==> config.mk <==
export PLATFORM = sky130hd
export DESIGN_NAME = reg_exec_ctrl
export DESIGN_NICKNAME = d
export VERILOG_FILES = /design/src/rtl/reg_exec_ctrl_pkg.sv /design/src/rtl/reg_exec_ctrl_alu.sv /design/src/rtl/reg_exec_ctrl.sv
export SDC_FILE = /design/constraint.sdc
export NUM_CORES = 1
export LEC_CHECK = 0
export ABC_AREA = 1
export CAP_MARGIN = 40
export CORE_MARGIN = 4
export CORE_UTILIZATION = 35
export DETAILED_ROUTE_END_ITERATION = 6
export PLACE_DENSITY = 0.63
export SETUP_SLACK_MARGIN = 0.3
export SLEW_MARGIN = 30
export SYNTH_ARGS = -nofsm -noshare
export SYNTH_HDL_FRONTEND = slang
export SYNTH_SLANG_ARGS = --single-unit
==> constraint.sdc <==
create_clock -name clk -period 3.2 [get_ports clk]
set_clock_uncertainty 0.2 [all_clocks]
set_input_delay 0.64 -clock clk [delete_from_list [all_inputs] [get_ports clk]]
set_output_delay 0.64 -clock clk [all_outputs]
set_load 0.03 [all_outputs]
==> src/rtl/reg_exec_ctrl_pkg.sv <==
// Shared definitions for the execute/write-back sequencer: opcodes, FSM states,
// instruction field positions and small opcode classification helpers.
package reg_exec_ctrl_pkg;

  localparam logic [3:0] OP_NOP = 4'h0;
  localparam logic [3:0] OP_ADD = 4'h1;
  localparam logic [3:0] OP_SUB = 4'h2;
  localparam logic [3:0] OP_AND = 4'h3;
  localparam logic [3:0] OP_OR  = 4'h4;
  localparam logic [3:0] OP_XOR = 4'h5;
  localparam logic [3:0] OP_NOT = 4'h6;
  localparam logic [3:0] OP_SHL = 4'h7;
  localparam logic [3:0] OP_SHR = 4'h8;
  localparam logic [3:0] OP_LDI = 4'h9;
  localparam logic [3:0] OP_MOV = 4'hA;
  localparam logic [3:0] OP_CMP = 4'hB;

  typedef enum logic [1:0] {
    ST_IDLE = 2'd0,
    ST_EXEC = 2'd1,
    ST_WB   = 2'd2
  } state_e;

  localparam int OP_LSB  = 12;
  localparam int RD_LSB  = 9;
  localparam int RA_LSB  = 6;
  localparam int RB_LSB  = 3;
  localparam int IMM_LSB = 0;

  // Opcodes C-F are undefined and retire as illegal.
  function automatic logic op_legal(input logic [3:0] op);
    return op <= OP_CMP;
  endfunction

  function automatic logic op_writes(input logic [3:0] op);
    return op_legal(op) && (op != OP_NOP) && (op != OP_CMP);
  endfunction

  function automatic logic op_sets_flags(input logic [3:0] op);
    return op_legal(op) && (op != OP_NOP);
  endfunction

endpackage

==> src/rtl/reg_exec_ctrl_alu.sv <==
// Combinational 16-bit ALU used in the EXEC cycle; c carries carry/borrow/shifted-out bit.
module alu16
  import reg_exec_ctrl_pkg::*;
#(
  parameter int DW = 16
) (
  input  logic [3:0]    op,
  input  logic [DW-1:0] a,
  input  logic [DW-1:0] b,
  input  logic [7:0]    imm8,
  output logic [DW-1:0] result,
  output logic          c
);

  logic [DW:0] sum;
  logic [DW:0] diff;

  always_comb begin
    sum    = {1'b0, a} + {1'b0, b};
    // Top bit of the widened difference is the unsigned borrow (a < b).
    diff   = {1'b0, a} - {1'b0, b};
    result = '0;
    c      = 1'b0;
    case (op)
      OP_ADD: begin
        result = sum[DW-1:0];
        c      = sum[DW];
      end
      OP_SUB, OP_CMP: begin
        result = diff[DW-1:0];
        c      = diff[DW];
      end
      OP_AND: result = a & b;
      OP_OR:  result = a | b;
      OP_XOR: result = a ^ b;
      OP_NOT: result = ~a;
      OP_SHL: begin
        result = {a[DW-2:0], 1'b0};
        c      = a[DW-1];
      end
      OP_SHR: begin
        result = {1'b0, a[DW-1:1]};
        c      = a[0];
      end
      OP_LDI: result = {{(DW-8){1'b0}}, imm8};
      OP_MOV: result = a;
      default: ;
    endcase
  end

endmodule

==> src/rtl/reg_exec_ctrl.sv <==
// Non-pipelined execute/write-back sequencer around an 8x16 register file.
// One instruction in flight: IDLE (accept) -> EXEC (read, compute) -> WB (write, retire).
module reg_exec_ctrl
  import reg_exec_ctrl_pkg::*;
#(
  parameter int DW = 16,
  parameter int AW = 3,
  parameter int IW = 16
) (
  input  logic          clk,
  input  logic          reset,
  input  logic          instr_valid,
  input  logic [IW-1:0] instr,
  output logic          instr_ready,
  output logic [AW-1:0] rd_addr_a,
  output logic [AW-1:0] rd_addr_b,
  input  logic [DW-1:0] d_out_a,
  input  logic [DW-1:0] d_out_b,
  output logic          wr,
  output logic [AW-1:0] wr_addr,
  output logic [DW-1:0] d_in,
  output logic          done,
  output logic          illegal,
  output logic          flag_z,
  output logic          flag_c,
  output logic          flag_n
);

  state_e        state_q, state_d;
  logic [IW-1:0] instr_q, instr_d;
  logic          ready_q, ready_d;
  logic [AW-1:0] rd_addr_a_q, rd_addr_a_d;
  logic [AW-1:0] rd_addr_b_q, rd_addr_b_d;
  logic          wr_q, wr_d;
  logic          done_q, done_d;
  logic          illegal_q, illegal_d;
  logic [AW-1:0] wr_addr_q, wr_addr_d;
  logic [DW-1:0] d_in_q, d_in_d;
  logic          flag_z_q, flag_z_d;
  logic          flag_c_q, flag_c_d;
  logic          flag_n_q, flag_n_d;

  logic [3:0]    op;
  logic [DW-1:0] alu_result;
  logic          alu_c;

  assign op = instr_q[OP_LSB +: 4];

  alu16 #(.DW(DW)) u_alu (
    .op     (op),
    .a      (d_out_a),
    .b      (d_out_b),
    .imm8   (instr_q[IMM_LSB +: 8]),
    .result (alu_result),
    .c      (alu_c)
  );

  always_comb begin
    state_d     = state_q;
    instr_d     = instr_q;
    ready_d     = ready_q;
    rd_addr_a_d = rd_addr_a_q;
    rd_addr_b_d = rd_addr_b_q;
    wr_d        = wr_q;
    done_d      = done_q;
    illegal_d   = illegal_q;
    wr_addr_d   = wr_addr_q;
    d_in_d      = d_in_q;
    flag_z_d    = flag_z_q;
    flag_c_d    = flag_c_q;
    flag_n_d    = flag_n_q;
    case (state_q)
      ST_IDLE: begin
        // Read addresses are loaded at accept so they are valid throughout EXEC.
        if (instr_valid && ready_q) begin
          instr_d     = instr;
          rd_addr_a_d = instr[RA_LSB +: AW];
          rd_addr_b_d = instr[RB_LSB +: AW];
          ready_d     = 1'b0;
          state_d     = ST_EXEC;
        end
      end
      ST_EXEC: begin
        wr_d      = op_writes(op);
        done_d    = op_legal(op);
        illegal_d = ~op_legal(op);
        wr_addr_d = instr_q[RD_LSB +: AW];
        d_in_d    = alu_result;
        if (op_sets_flags(op)) begin
          flag_z_d = (alu_result == '0);
          flag_c_d = alu_c;
          flag_n_d = alu_result[DW-1];
        end
        state_d = ST_WB;
      end
      ST_WB: begin
        wr_d      = 1'b0;
        done_d    = 1'b0;
        illegal_d = 1'b0;
        ready_d   = 1'b1;
        state_d   = ST_IDLE;
      end
      default: begin
        wr_d      = 1'b0;
        done_d    = 1'b0;
        illegal_d = 1'b0;
        ready_d   = 1'b1;
        state_d   = ST_IDLE;
      end
    endcase
  end

  always_ff @(posedge clk) begin
    if (reset) begin
      state_q     <= ST_IDLE;
      instr_q     <= '0;
      ready_q     <= 1'b1;
      rd_addr_a_q <= '0;
      rd_addr_b_q <= '0;
      wr_q        <= 1'b0;
      done_q      <= 1'b0;
      illegal_q   <= 1'b0;
      wr_addr_q   <= '0;
      d_in_q      <= '0;
      flag_z_q    <= 1'b0;
      flag_c_q    <= 1'b0;
      flag_n_q    <= 1'b0;
    end else begin
      state_q     <= state_d;
      instr_q     <= instr_d;
      ready_q     <= ready_d;
      rd_addr_a_q <= rd_addr_a_d;
      rd_addr_b_q <= rd_addr_b_d;
      wr_q        <= wr_d;
      done_q      <= done_d;
      illegal_q   <= illegal_d;
      wr_addr_q   <= wr_addr_d;
      d_in_q      <= d_in_d;
      flag_z_q    <= flag_z_d;
      flag_c_q    <= flag_c_d;
      flag_n_q    <= flag_n_d;
    end
  end

  // Reset during WB must stop the register file from latching the pending write.
  assign wr          = wr_q & ~reset;
  assign done        = done_q & ~reset;
  assign illegal     = illegal_q & ~reset;
  assign instr_ready = ready_q;
  assign rd_addr_a   = rd_addr_a_q;
  assign rd_addr_b   = rd_addr_b_q;
  assign wr_addr     = wr_addr_q;
  assign d_in        = d_in_q;
  assign flag_z      = flag_z_q;
  assign flag_c      = flag_c_q;
  assign flag_n      = flag_n_q;

endmodule

==> metrics.yaml <==
die_width_um: 128
ir_drop_mv: 0.279
outcome: "finished, final reports clean"
grt_first_pass_wirelength_mm: 28.4
p_int_mw: 1.47
synth_flop_cell: "dfxtp_1"
clock-root-buffer: "clkbuf_16"
track_usage: 0.215
via_per_inst: 4.98
synth_area_mm2: 0.00504
initial_core_util: 0.360
clk_pin_slew_ns: 0.06
portBuffers: 82
busiest_layer: "met2"
cts_buffer_depth: 2
dp_slack_ns: -0.158
use_met2: 0.364
yosysWarnings: 0
fin_ws_ns: 0.401
n_fill_cell: 1466
stdcell_area_mm2: 0.00727
cts_buffers: 5
cp-start-kind: "input pin"
clock_power_share: 0.246
fin_hold_ws_ns: 0.275
fmax_mhz: 357
worstHoldPathType: "register to register"
drt_pass1_iterations: 5
final-setup-viol-count: 0
synth_seq_area_share: 0.175
power_density_mw_per_mm2: 333
cts_tree: "done"
route.vias.total: 6220
p_leak_nw: 3.74
crit_path_max_fanout: 5
clock_sinks: 44
syn_to_final_growth_pct: 44.2
p_total_mw: 2.42
synthArstFlopShare: 0
dr.first_iter.drc_count: 371
grt.overflow.total: 0
final_core_util: 0.520
grt_max_degree: 25
slew_headroom: 0.517
core_mm2: 0.0140
synth_nets: 1014
tightest_slew_ns: 0.721
critPathKind: "input pin to register"
setup_tns_ns: 0
switching_power_mw: 0.951
layout.cells.non_filler: 1249
synth.avg_cell_area_um2: 5.52
grt_pass1_vias: 5781
use_met1: 0.267
grtUsageMet3: 0.0429
layout.nets: 1169
end_kind: "register"
antenna_found_initial: 0
dp_hpwl_mm: 14.8
design.die.area_mm2: 0.0164
wl_mm: 18.5
cp.required_ns: 3.22
gp_congestion: 0.973
pwr-share-comb: 0.495
io_pins: 83
slew_viol_final: 0
cp.arrival_ns: 2.82
hold_buffers: 0
placed_cells: 1237
wire_per_inst_um: 14.8
antenna_left: 0
synth-edff-count: 0
rows: 43
synth_cell_types: 38
cap_violations: 0
clock_latency_ns: 0.29
htree_levels: 2
post-route-drc-count: 0
swShare: 0.393
drive_gt1_frac: 0.202
die_h_um: 128
postSynthCellCount: 913
antennaDiodeCount: 0
sequentialPowerShare: 0.259
hold_viol_final: 0
dpl_cell_area_mm2: 0.00663
ys_ff_latch: 44
finalCritPeriodShare: 0.875
rsz0062_at_grt: "true"
period_minus_slack_ns: 2.80
-- routing by layer --
layer	up-vias	wire (µm)
met4	0	906
met5	-	0
met3	64	1250
li1	3172	-
met2	224	8440
met1	2760	7860
-- synth_stat cells, drive strengths merged, types with 2 or more instances --
cell type / number / area share
nand2: 275 / 0.21
o21ai: 54 / 0.055
nor3: 8 / 0.0079
and2: 3 / 0.0037
nor2: 144 / 0.11
inv: 145 / 0.11
o21bai: 2 / 0.0030
a21oi: 30 / 0.030
fa: 2 / 0.0079
nand3b: 2 / 0.0030
o22ai: 10 / 0.012
dfxtp: 44 / 0.17
nand4: 11 / 0.014
buf: 22 / 0.027
ha: 48 / 0.12
nand3: 84 / 0.083
clkbuf: 12 / 0.0094
o211ai: 6 / 0.0089
-- layout make-up --
cell class	count	area [µm²]	share of cell area
sequential	44	881	0.121
clock buffer	5	125	0.0172
clock inverter	3	46.3	0.00637
timing repair buffer	182	1620	0.222
tap	180	225	0.0310
inverter	146	548	0.0754
multi-input combinational	689	3830	0.527
-- worst paths after layout --
path	start	endpoint	slack, ns	depth (start not counted)
max	d_out_a[10]	flag_z	0.40	15
min	flag_z	flag_z	0.27	2
max reg2reg	instr_q[15]	flag_z	0.73	11
min reg2reg	flag_z	flag_z	0.27	2
-- cells by family (layout without fill, tap and decap cells) --
kind of cell             after synthesis  after routing  synth area share
flip-flops                            44             44             0.175
buffers and inverters                180            336             0.145
XOR/XNOR                               2              2           0.00347
adder cells (fa/ha/maj)               50             50             0.127
AND/OR/NAND/NOR                      528            528             0.429
AO/OA/AOI/OAI                        109            109             0.121
-- placed cells by master (no fill, tap or decap), types with 2 or more instances in the layout --
| cell type | count |
|---|---|
| nand2_1 | 248 |
| inv_1 | 125 |
| nor2_1 | 121 |
| buf_4 | 97 |
| nand3_1 | 77 |
| clkdlybuf4s50_1 | 66 |
| o21ai_0 | 44 |
| dfxtp_1 | 44 |
| ha_1 | 32 |
| nand2_2 | 27 |
| a21oi_1 | 21 |
| inv_2 | 20 |
| nor2_2 | 18 |
| ha_4 | 15 |
| dlymetal6s2s_1 | 14 |
| nand4_1 | 11 |
| o22ai_1 | 10 |
| a21oi_2 | 9 |
| o21ai_1 | 8 |
| nor3_1 | 7 |
| nand3_2 | 7 |
| o211ai_1 | 6 |
| nor2_4 | 5 |
| clkbuf_16 | 5 |
| and2_1 | 3 |
| buf_6 | 3 |
| o21ai_2 | 2 |
| nand3b_1 | 2 |
| o21bai_1 | 2 |
| fa_2 | 2 |
| dlygate4sd2_1 | 2 |
-- flip-flops by register name, summed over array words and instances, names as in the netlist --
name / count
instr_ready: 1
done_q: 1
flag_c: 1
wr_addr: 3
flag_z: 1
flag_n: 1
illegal_q: 1
wr_q: 1
instr_q: 16
d_in: 16
state_q: 2
-- power by group through the flow --
stage | combinational, mW | clock, mW | sequential, mW
5_1_grt | 1.31 | 0.633 | 0.633
4_1_cts | 1.10 | 0.606 | 0.627
2_1_floorplan | 0.575 | 0 | 0.672
6_report | 1.20 | 0.596 | 0.627
3_3_place_gp | 1.08 | 0 | 0.638
3_5_place_dp | 1.08 | 0 | 0.638
-- what timing repair did --
| action | in CTS | in global routing |
|---|---|---|
| pin swaps | 1 | 23 |
| hold endpoints to repair | 0 | 0 |
| resized for setup | 18 | 109 |
| setup endpoints to repair | 8 | 14 |
| buffers inserted | 1 | 3 |
-- worst max-delay path: stages --
cell,delay [ns]
clkdlybuf4s50_1,0.48
inv_1,0.09
ha_4,0.27
buf_4,0.15
nor2_2,0.14
inv_1,0.07
nor2_2,0.14
nand3_1,0.13
nand3_1,0.10
nand2_1,0.05
nand3_1,0.06
nand3_1,0.13
nor2_1,0.14
nand4_1,0.11
a21oi_1,0.12
(Power assumes the default switching activity.)
